`src/rtl/sram_axi_bridge.sv`:
```
// Bridges the CPU inst (read-only) and data SRAM-like ports onto one AXI3 master.
// Up to one read and one write can be in flight. BRIDGE_RDATA_BUF_EN registers the R channel before it returns.
// state  | meaning
// R_IDLE | no read outstanding; data read beats inst read
// R_AR   | arvalid driven from latched request
// R_R    | rready high, waiting for rvalid
// R_WAIT | (BRIDGE_RDATA_BUF_EN) return buffered rdata
// W_IDLE | no write outstanding
// W_AW   | aw/w channels pending, each dropped after its own handshake
// W_B    | bready high, waiting for bvalid
module sram_axi_bridge (
  input  logic        clk,
  input  logic        reset,
  input  logic        inst_sram_req,
  input  logic        inst_sram_wr,
  input  logic [1:0]  inst_sram_size,
  input  logic [31:0] inst_sram_addr,
  input  logic [3:0]  inst_sram_wstrb,
  input  logic [31:0] inst_sram_wdata,
  output logic        inst_sram_addr_ok,
  output logic        inst_sram_data_ok,
  output logic [31:0] inst_sram_rdata,
  input  logic        data_sram_req,
  input  logic        data_sram_wr,
  input  logic [1:0]  data_sram_size,
  input  logic [31:0] data_sram_addr,
  input  logic [3:0]  data_sram_wstrb,
  input  logic [31:0] data_sram_wdata,
  output logic        data_sram_addr_ok,
  output logic        data_sram_data_ok,
  output logic [31:0] data_sram_rdata,
  output logic [3:0]  arid,
  output logic [31:0] araddr,
  output logic [7:0]  arlen,
  output logic [2:0]  arsize,
  output logic [1:0]  arburst,
  output logic [1:0]  arlock,
  output logic [3:0]  arcache,
  output logic [2:0]  arprot,
  output logic        arvalid,
  input  logic        arready,
  input  logic [3:0]  rid,
  input  logic [31:0] rdata,
  input  logic [1:0]  rresp,
  input  logic        rlast,
  input  logic        rvalid,
  output logic        rready,
  output logic [3:0]  awid,
  output logic [31:0] awaddr,
  output logic [7:0]  awlen,
  output logic [2:0]  awsize,
  output logic [1:0]  awburst,
  output logic [1:0]  awlock,
  output logic [3:0]  awcache,
  output logic [2:0]  awprot,
  output logic        awvalid,
  input  logic        awready,
  output logic [3:0]  wid,
  output logic [31:0] wdata,
  output logic [3:0]  wstrb,
  output logic        wlast,
  output logic        wvalid,
  input  logic        wready,
  input  logic [3:0]  bid,
  input  logic [1:0]  bresp,
  input  logic        bvalid,
  output logic        bready
);

`ifdef BRIDGE_RDATA_BUF_EN
  typedef enum logic [1:0] {R_IDLE, R_AR, R_R, R_WAIT} r_state_t;
`else
  typedef enum logic [1:0] {R_IDLE, R_AR, R_R} r_state_t;
`endif
  typedef enum logic [1:0] {W_IDLE, W_AW, W_B} w_state_t;

  r_state_t    r_state, r_next;
  w_state_t    w_state, w_next;
  logic        r_id;
  logic [31:0] r_addr;
  logic [1:0]  r_size;
  logic [31:0] w_addr, w_data;
  logic [1:0]  w_size;
  logic [3:0]  w_strb;
  logic        aw_done, w_done;
  logic        data_rd_req, data_wr_req;
  logic        data_rd_grant, inst_rd_grant, data_wr_grant;
  logic        r_fire, aw_fire, w_fire;
  logic        rd_ok, rd_to_data;
  logic [31:0] rd_data;
  logic        unused_bits;

  assign unused_bits = ^{inst_sram_wr, inst_sram_wstrb, inst_sram_wdata, rid[3:1],
                         rresp, rlast, bid, bresp};

  assign data_rd_req   = data_sram_req & ~data_sram_wr;
  assign data_wr_req   = data_sram_req & data_sram_wr;
  // RAW safety: a data read waits until no write is outstanding, and vice versa.
  assign data_rd_grant = (r_state == R_IDLE) & data_rd_req & (w_state == W_IDLE);
  assign inst_rd_grant = (r_state == R_IDLE) & inst_sram_req & ~data_rd_grant;
  assign data_wr_grant = (w_state == W_IDLE) & data_wr_req & ((r_state == R_IDLE) | ~r_id);

  assign r_fire  = (r_state == R_R) & rvalid;
  assign aw_fire = awvalid & awready;
  assign w_fire  = wvalid & wready;

  always_comb begin
    r_next = r_state;
    case (r_state)
      R_IDLE: if (data_rd_grant | inst_rd_grant) r_next = R_AR;
      R_AR:   if (arready) r_next = R_R;
`ifdef BRIDGE_RDATA_BUF_EN
      R_R:    if (rvalid) r_next = R_WAIT;
      R_WAIT: r_next = R_IDLE;
`else
      R_R:    if (rvalid) r_next = R_IDLE;
`endif
      default: r_next = R_IDLE;
    endcase
  end

  always_ff @(posedge clk) begin
    if (reset) begin
      r_state <= R_IDLE;
      r_id    <= 1'b0;
      r_addr  <= 32'h0;
      r_size  <= 2'b0;
    end else begin
      r_state <= r_next;
      if (data_rd_grant) begin
        r_id   <= 1'b1;
        r_addr <= data_sram_addr;
        r_size <= data_sram_size;
      end else if (inst_rd_grant) begin
        r_id   <= 1'b0;
        r_addr <= inst_sram_addr;
        r_size <= inst_sram_size;
      end
    end
  end

`ifdef BRIDGE_RDATA_BUF_EN
  logic        buf_rid;
  logic [31:0] buf_rdata;

  always_ff @(posedge clk) begin
    if (reset) begin
      buf_rid   <= 1'b0;
      buf_rdata <= 32'h0;
    end else if (r_fire) begin
      buf_rid   <= rid[0];
      buf_rdata <= rdata;
    end
  end

  assign rd_ok      = (r_state == R_WAIT);
  assign rd_to_data = buf_rid;
  assign rd_data    = buf_rdata;
`else
  assign rd_ok      = r_fire;
  assign rd_to_data = rid[0];
  assign rd_data    = rdata;
`endif

  always_comb begin
    w_next = w_state;
    case (w_state)
      W_IDLE: if (data_wr_grant) w_next = W_AW;
      W_AW:   if ((aw_done | aw_fire) & (w_done | w_fire)) w_next = W_B;
      W_B:    if (bvalid) w_next = W_IDLE;
      default: w_next = W_IDLE;
    endcase
  end

  always_ff @(posedge clk) begin
    if (reset) begin
      w_state <= W_IDLE;
      w_addr  <= 32'h0;
      w_data  <= 32'h0;
      w_size  <= 2'b0;
      w_strb  <= 4'h0;
      aw_done <= 1'b0;
      w_done  <= 1'b0;
    end else begin
      w_state <= w_next;
      if (data_wr_grant) begin
        w_addr  <= data_sram_addr;
        w_data  <= data_sram_wdata;
        w_size  <= data_sram_size;
        w_strb  <= data_sram_wstrb;
        aw_done <= 1'b0;
        w_done  <= 1'b0;
      end else if (w_state == W_AW) begin
        if (aw_fire) aw_done <= 1'b1;
        if (w_fire)  w_done  <= 1'b1;
      end
    end
  end

  assign inst_sram_addr_ok = inst_rd_grant;
  assign data_sram_addr_ok = data_rd_grant | data_wr_grant;
  assign inst_sram_data_ok = rd_ok & ~rd_to_data;
  assign data_sram_data_ok = (rd_ok & rd_to_data) | ((w_state == W_B) & bvalid);
  assign inst_sram_rdata   = rd_data;
  assign data_sram_rdata   = rd_data;

  assign arid    = {3'b0, r_id};
  assign araddr  = r_addr;
  assign arlen   = 8'h0;
  assign arsize  = {1'b0, r_size};
  assign arburst = 2'b01;
  assign arlock  = 2'b0;
  assign arcache = 4'h0;
  assign arprot  = 3'b0;
  assign arvalid = (r_state == R_AR);
  assign rready  = (r_state == R_R);

  assign awid    = 4'd1;
  assign awaddr  = w_addr;
  assign awlen   = 8'h0;
  assign awsize  = {1'b0, w_size};
  assign awburst = 2'b01;
  assign awlock  = 2'b0;
  assign awcache = 4'h0;
  assign awprot  = 3'b0;
  assign awvalid = (w_state == W_AW) & ~aw_done;
  assign wid     = 4'd1;
  assign wdata   = w_data;
  assign wstrb   = w_strb;
  assign wlast   = 1'b1;
  assign wvalid  = (w_state == W_AW) & ~w_done;
  assign bready  = (w_state == W_B);

endmodule
```
`config.mk`:
```
export PLATFORM = sky130hd
export DESIGN_NAME = sram_axi_bridge
export DESIGN_NICKNAME = d
export VERILOG_FILES = /design/src/rtl/sram_axi_bridge.sv
export SDC_FILE = /design/constraint.sdc
export NUM_CORES = 1
export LEC_CHECK = 0
export ABC_AREA = 1
export BUFFER_PORTS_ARGS = -buffer_cell sky130_fd_sc_hd__buf_2
export CORE_AREA = 2 2 164 166
export CTS_BUF_LIST = sky130_fd_sc_hd__clkbuf_16
export CTS_CLUSTER_SIZE = 30
export DETAILED_ROUTE_END_ITERATION = 10
export DIE_AREA = 0 0 166 168
export PLACE_DENSITY_LB_ADDON = 0.12
export SLEW_MARGIN = 10
export SYNTH_ARGS = -nofsm -noshare
export SYNTH_HDL_FRONTEND = slang
export SYNTH_SLANG_ARGS = --single-unit
```
`constraint.sdc`:
```
create_clock -name clk -period 1.8 [get_ports clk]
set_input_delay 0.18 -clock clk [delete_from_list [all_inputs] [get_ports clk]]
set_output_delay 0.18 -clock clk [all_outputs]
set_load 0.01 [all_outputs]
```
Word-level counts from Yosys, hierarchy flattened --
Index checks and enable logic that the tools add are counted.
Word-level totals: flip-flop bits (word level) 111, bits of input ports 196, output and inout port bits 230, logic and storage cells 72
Cells by class: equal/unequal tests 10, mux-type cells 14, bitwise logic cells 29, reduce and logical (&&, ||, !) cells 8
Operator list (number):
- $mux 32 | 2
- $and 1x1->1 | 17
- $mux 2 | 8
- $pmux 2 s3 | 2
- $ne 2x2->1 const B | 4
- $not 1->1 | 6
- $or 1x1->1 | 6
- $reduce_and 3->1 | 2
- $eq 2x1->1 const B | 2
- $eq 2x2->1 const B | 2
- $logic_not 2->1 | 2
- $ne 2x1->1 const B | 2
- $reduce_and 2->1 | 2
- $mux 1 | 2
- $reduce_bool 2->1 | 1
- $reduce_or 2->1 | 1

Longest topological paths before layout --
Gate-level depths: netlist of the first run.
word-level depth 9, depth in mapped cells 8, gate-level depth less buffers 8

Worst setup path after synthesis of the first run --
No wires, ideal clock.
path kind register to register, start point reg r_state[0], end point reg w_addr[0] (netlist: awaddr[0]), setup time 0.112 ns, arrival 1.209 ns, required time 1.688 ns, setup slack 0.479 ns, cell stages (with the launch flop) 6, path buffers 1, clock period less this slack 1.321 ns, path through dfxtp_1 -> o21ai_1 -> clkbuf_1 -> nand3_1 -> nand2_1 -> nor2_1
Between the ends: longest elaborated chain between the ends 3
RTL lines:
- start: declaration | RTL line 77 | r_state_t r_state, r_next;
- start signal: assignment | RTL line 129 | r_state <= r_next;
- $logic_not 2->1 | RTL line 101 | assign data_wr_grant = (w_state == W_IDLE) & data_wr_req & ((r_state == R_IDLE) | ~r_id);
- $or 1x1->1 | RTL line 101
- $and 1x1->1 | RTL line 101
- end signal: assignment | RTL line 187 | w_addr <= data_sram_addr;
- end: declaration | RTL line 82 | logic [31:0] w_addr, w_data;
No other way between the ends. A chain may end at the register's enable or synchronous reset.

Worst setup path after layout of the first run --
start point reg w_state[1], end point out data_sram_addr_ok
Between the ends: longest elaborated chain between the ends 4, elaborated cells on any way between the ends 5, classes of those cells bitwise: 4; reduce/logical: 1
RTL lines:
- start: declaration | RTL line 78 | w_state_t w_state, w_next;
- start signal: assignment | RTL line 185 | w_state <= w_next;
- $logic_not 2->1 * | RTL line 99, 101
- $and 1x1->1 (2 in a row) | RTL line 101
- $or 1x1->1 * | RTL line 201 | assign data_sram_addr_ok = data_rd_grant | data_wr_grant;
- end: declaration | RTL line 29 | output logic data_sram_addr_ok,
Mark *: on every way between the ends. The rest lies on a longest branch, timed or not.

==> impl_metrics.ini, run 1 <==
[finish]
layout-drive-gt1-share = 0.281
most-common-layout-cells = buf_2, nand3_1, nor2_1
syn2layout_area_growth_pct = 25.6
fin_nets = 1238
layout_commonest_cell = buf_2
fin_cells = 1389
utilization = 0.285

[worst_setup_path]
end_kind = output pin
crit_arrival_ns = 1.50
cpMaxStageDelayCell = dfxtp_1
cp_max_fo = 5
worst_setup_path_start_kind = flop
path_cells = nor2_4 -> buf_6 -> and3_4 -> nand2_4 -> nand2_1 -> buf_2
slowest_delay_ns = 0.34
worstSetupPathType = flop to output pin
required_ns = 1.62

[place]
dp.final_hpwl_um = 15000
gp_congestion = 0.735
place_inst = 1358
pre_cts_ws_ns = 0.180
port_buffers = 228

[power]
vdd_drop_max_v = 0.000437
p_leak_nw = 4.28
p_per_area_nw_per_um2 = 885

[timing]
fin_worst_skew_ns = 0.0142
fin_ws_ns = 0.120
max_freq_ghz = 0.595
finalHoldViolCount = 0
holdWs_ns = 0.0696
setup_viol = 0
period_minus_slack_ns = 1.68
rsz0062_at_grt = false
timing.final.crit_share = 0.933
slew_violations = 0
fin_setup_tns_ns = 0

[yosys]
ys_types = 25
synth-seq-cells = 111
synth_seq_area_share = 0.371
synth_area_sq_um = 5980
synth.avg_cell_area_sq_um = 6.73
yosys_warnings = 0
synthCells = 889

[cts]
cts_hold_buf = 0
clkTransAtPathRegs_ns = 0.09
tritoncts = built
cts-root-buf = clkbuf_16
cts-buffers-inserted = 9
cts_num_sinks = 111
h-tree-depth = 3
insertion_delay_ns = 0.36
cts_buffer_depth = 2

[route]
vias_per_cell = 4.14
first_iter_violations = 275
drt-met1-wl_um = 9580
dr_wl_met3_um = 1920
drc = 0
antenna_left = 0
route.met2.wl_um = 10100
drt-wirelength-per-cell_um = 15.9
top_layer_used = met5
vias = 5749
drt-total-wl_um = 22000
drt_first_pass_iters = 4

[min_path]
hold_class = input port to flop

[run]
maxCapViolations = 0

[outcome]
status = completed

[floorplanning]
coreArea_sq_um = 26400
die_w_um = 166
fp.dieArea_sq_um = 27900
dieHeight_um = 168
io_pins = 426
rows = 60
initial_core_util = 0.227

[global_route]
antenna_found_initial = 3
grt_max_degree = 58
grt.overflow.total = 0
grt_pass1_wl_um = 33100
grt_use_total = 0.152
grt_pass1_vias = 5441
==> synthesized netlist by cell type, drive strengths merged <==
cell	count	area (sq um)
nand4	34	213
a32o	1	10.0
nor2	148	573
nor3	1	5.00
o21bai	1	7.51
inv	116	435
and3	3	18.8
clkbuf	30	113
clkinv	1	5.00
buf	142	1010
nor4	1	6.26
conb	2	7.51
nand2	118	448
o21ai	3	15.0
dfxtp	111	2220
a21oi	4	20.0
nand3	173	871
==> repair_timing <==
item	CTS	global route
pin swaps	2	1
gates cloned	2	3
buffers inserted	5	4
resized for setup	4	4
setup endpoints to repair	2	7
==> worst paths after layout <==
check	from	endpoint	slack (ns)	cells past startpoint
worst max-delay path	w_state[1]	data_sram_addr_ok	0.12	6
worst min-delay path	arready	r_state[1]	0.07	3
worst max register to register	w_state[1]	wdata[17]	0.22	8
worst min register to register	awaddr[3]	awaddr[3]	0.47	2
==> report_power, final <==
group	internal (mW)	switching [mW]
registers	2.67	0.114
logic	0.692	0.997
clock network	1.11	1.07
total	4.47	2.18
==> critical path, delay by kind of cell (launching register included) <==
family	cells	cell delay [ns]
flops	1	0.34
buf+inv	2	0.25
simple gates	4	0.54
==> final cells by class <==
class | instances | area, sq um
tap | 341 | 427
sequential | 111 | 2230
inverter | 117 | 445
multi-input combinational | 539 | 2420
clock inverter | 7 | 78.8
fill | 3016 | 18800
timing repair buffer | 264 | 1690
antenna | 1 | 2.50
clock buffer | 9 | 225
==> layer usage <==
| metal | vias to the layer above | GRT usage |
|---|---|---|
| met4 | 4 | 0.0507 |
| met2 | 201 | 0.248 |
| met3 | 35 | 0.0543 |
| met1 | 2594 | 0.188 |
| li1 | 2915 | - |
| met5 | - | 0 |
==> sequential cells by signal, summed over array words and instances (netlist names), 2 cells and up <==
signal and flops:
r_size 2, w_state 2, araddr 32, r_state 2
wdata 32, wstrb 4, awaddr 32, w_size 2
==> cells by family after synthesis <==
kind of cell	synth area share
AO/OA/AOI/OAI	0.00878
buffers and inverters	0.262
flip-flops	0.371
other	0.00126
AND/OR/NAND/NOR	0.357
==> through the flow <==
| step | total power, mW | area, sq um |
|---|---|---|
| 6_report | 6.65 | 7510 |
| 5_1_grt | 7.10 | 7510 |
| 4_1_cts | 6.76 | 7390 |
| 3_5_place_dp | 4.42 | 6960 |
| 3_3_place_gp | 4.42 | 6960 |
| 2_1_floorplan | 3.92 | 6170 |
Note: power is estimated with default switching activity, not from simulation.
==> inputs of run 2 (changes only) <==
--- a/config.mk
+++ b/config.mk
@@ -5,13 +5,12 @@
 export SDC_FILE = /design/constraint.sdc
 export NUM_CORES = 1
 export LEC_CHECK = 0
-export ABC_AREA = 1
 export BUFFER_PORTS_ARGS = -buffer_cell sky130_fd_sc_hd__buf_2
-export CORE_AREA = 2 2 164 166
+export CORE_AREA = 10 10 159 161
 export CTS_BUF_LIST = sky130_fd_sc_hd__clkbuf_16
 export CTS_CLUSTER_SIZE = 30
 export DETAILED_ROUTE_END_ITERATION = 10
-export DIE_AREA = 0 0 166 168
+export DIE_AREA = 0 0 169 171
 export PLACE_DENSITY_LB_ADDON = 0.12
 export SLEW_MARGIN = 10
 export SYNTH_ARGS = -nofsm -noshare
==> impl_metrics.ini, run 2 <==
[cts]
cts_num_sinks = 111
cts_hold_buf = 0
clkTransAtPathRegs_ns = 0.08
h-tree-depth = 3
cts-buffers-inserted = 9
cts-root-buf = clkbuf_16
tritoncts = built
insertion_delay_ns = 0.36
cts_buffer_depth = 2

[power]
seq_power_share = 0.448
p_leak_nw = 3.28
p_int_mw = 4.24
vdd_drop_max_v = 0.000255
combPwrFrac = 0.234
swShare = 0.307
clockPowerShare = 0.318
power.switching_mw = 1.88
p_per_area_nw_per_um2 = 828
finalPower_mw = 6.12

[min_path]
hold_class = input port to flop
worstHoldStart = data_sram_wdata[30]

[timing]
slew_violations = 0
fin_worst_skew_ns = 0.0115
fin_ws_ns = -0.0339
finalHoldViolCount = 0
max_freq_ghz = 0.545
rsz0062_at_grt = true
period_minus_slack_ns = 1.83
fin_setup_tns_ns = -0.0339
setup_viol = 1
timing.final.crit_share = 1.02

[worst_setup_path]
end_kind = output pin
slowest_delay_ns = 0.43
path_cells = or3b_4 -> nor3b_4 -> buf_12 -> or2_4 -> buf_6
worstSetupPathType = flop to output pin
r2r_cells = 6
cp-startpoint = w_state[1]
critPathTopFamily = simple AND/OR/NAND/NOR gates
r2r-end = wdata[8]
required_ns = 1.62
critical_path_buf_inv_count = 2
cpMaxStageDelayCell = or3b_4
r2r_setup_slack_ns = 0.03
path_depth = 5
cp_max_fo = 4
crit_path_end = data_sram_addr_ok
crit_arrival_ns = 1.65
worst_setup_path_start_kind = flop
rr_startpoint = w_state[1]

[global_route]
grt.overflow.total = 0
grt_pass1_wl_um = 29400
grt_max_degree = 94
grt_pass1_vias = 4971
grt_use_total = 0.129
antenna_found_initial = 0

[route]
vias = 4618
drt-total-wl_um = 19700
drc = 0
first_iter_violations = 176
antenna_left = 0
vias_per_cell = 4.17
drt-wirelength-per-cell_um = 17.8
drt_first_pass_iters = 4

[outcome]
violations = negative setup slack
status = complete, but fails checks

[yosys]
synth-seq-cells = 111
synth.largest_area_cell = dfxtp_1
synth.avg_cell_area_sq_um = 9.19
synth_seq_area_share = 0.366
yosys_warnings = 0
ys.flop_type = dfxtp_1
synth_area_sq_um = 6070
yosys-top-cells-count = nand2b_1, buf_4, dfxtp_1, mux2i_1, nand2_1
ys_types = 31
yosys-top-cells-area = dfxtp_1, buf_4, nand2b_1, mux2i_1, a311oi_2
synth_enable_flop_cells = 0
synth.top_cell.area_share = 0.366
synthCells = 661
synthArstFlopShare = 0
synth.most_common_cell = nand2b_1

[floorplanning]
dieHeight_um = 171
rows = 55
fp.dieArea_sq_um = 28900
die_w_um = 169
io_pins = 426
initial_core_util = 0.273
coreArea_sq_um = 22200

[finish]
syn2layout_area_growth_pct = 21.6
fill_cells = 2362
fin_nets = 1013
layout-drive-gt1-share = 0.381
most-common-layout-cells = buf_2, nand2b_1, dfxtp_1
layout_commonest_cell = buf_2

[place]
dp.final_hpwl_um = 14500
gp_congestion = 0.764
port_buffers = 228

[run]
maxCapViolations = 0
## run 2: cell count changes after synthesis, moves of 10 or more
cell	previous run	this run
mux2i_1	0	70
buf_6	0	10
nand2_1	116	70
inv_1	114	1
a311oi_2	0	28
nand2b_1	0	141
nand4_1	34	0
nand3_1	172	0
nor3_1	1	37
nor2_1	145	9
## run 2: layout make-up
class,count,area [sq um],share of cell area
clock buffers,9,225,0.0305
repair buffers,259,1580,0.214
diodes,1,2.50,0.000339
clock inverters,6,46.3,0.00627
flip-flops and latches,111,2230,0.302
multi-input cells,435,2940,0.398
inverters,1,3.75,0.000508
well taps,285,357,0.0483
## run 2: metrics by stage
step / instances / util / hold slack (ns) / setup WS (ns) / instance area, sq um
floorplan: 711 / - / 0.335 / 0.195 / 6260
global placement: 1084 / 0.311 / 0.360 / 0.135 / 6920
detailed placement: 1084 / 0.311 / 0.360 / 0.0818 / 6920
CTS: 1104 / 0.328 / 0.0535 / -0.0786 / 7300
global route: 1106 / 0.332 / 0.0730 / -0.128 / 7380
finish: 1107 / 0.332 / 0.0782 / -0.0339 / 7380
## run 2: logic make-up (layout without fill, tap and decap cells)
kind of cell | Yosys count | in the layout | synth area share
multiplexers | 70 | 70 | 0.115
AO/OA/AOI/OAI | 43 | 43 | 0.0882
buffers and inverters | 165 | 275 | 0.188
other | 2 | 53 | 0.00124
AND/OR/NAND/NOR | 270 | 270 | 0.241
flip-flops | 111 | 111 | 0.366
## run 2: layer usage
metal	track usage	vias to the layer above	share of wire
met5	0	-	0
met4	0.0499	0	0.019
met3	0.0424	27	0.072
met2	0.197	175	0.45
met1	0.165	2088	0.46
li1	-	2328	-
## run 2: timing repair
item,4_1_cts,5_1_grt
setup buffers,4,0
resized for setup,16,8
endpoints found under the setup margin,2,90
pin swaps,2,2
cloned,1,2
## run 2: power by group through the flow
stage | clock network [mW] | registers, mW | logic, mW
4_1_cts | 2.06 | 2.74 | 1.43
3_5_place_dp | 0 | 2.79 | 1.37
5_1_grt | 2.13 | 2.77 | 1.58
2_1_floorplan | 0 | 2.87 | 0.920
6_report | 1.95 | 2.74 | 1.43
3_3_place_gp | 0 | 2.79 | 1.38
## run 2: worst min-delay path by stage
| stage | to | slack, ns | cells past startpoint |
|---|---|---|---|
| 6_report | wdata[30] | 0.08 | 3 |
| 5_1_grt | wstrb[1] | 0.07 | 3 |
| 4_1_cts | wdata[30] | 0.05 | 3 |
| 3_5_place_dp | data_sram_rdata[27] | 0.36 | 0 |
| 3_3_place_gp | data_sram_rdata[27] | 0.36 | 0 |
| 2_1_floorplan | awaddr[0] | 0.34 | 2 |
## run 2: worst min-delay path: cells and delay by family
family / cells / cell delay [ns]
and+or+nand+nor: 1 / 0.05
buffers and inverters: 1 / 0.10
muxes: 1 / 0.06
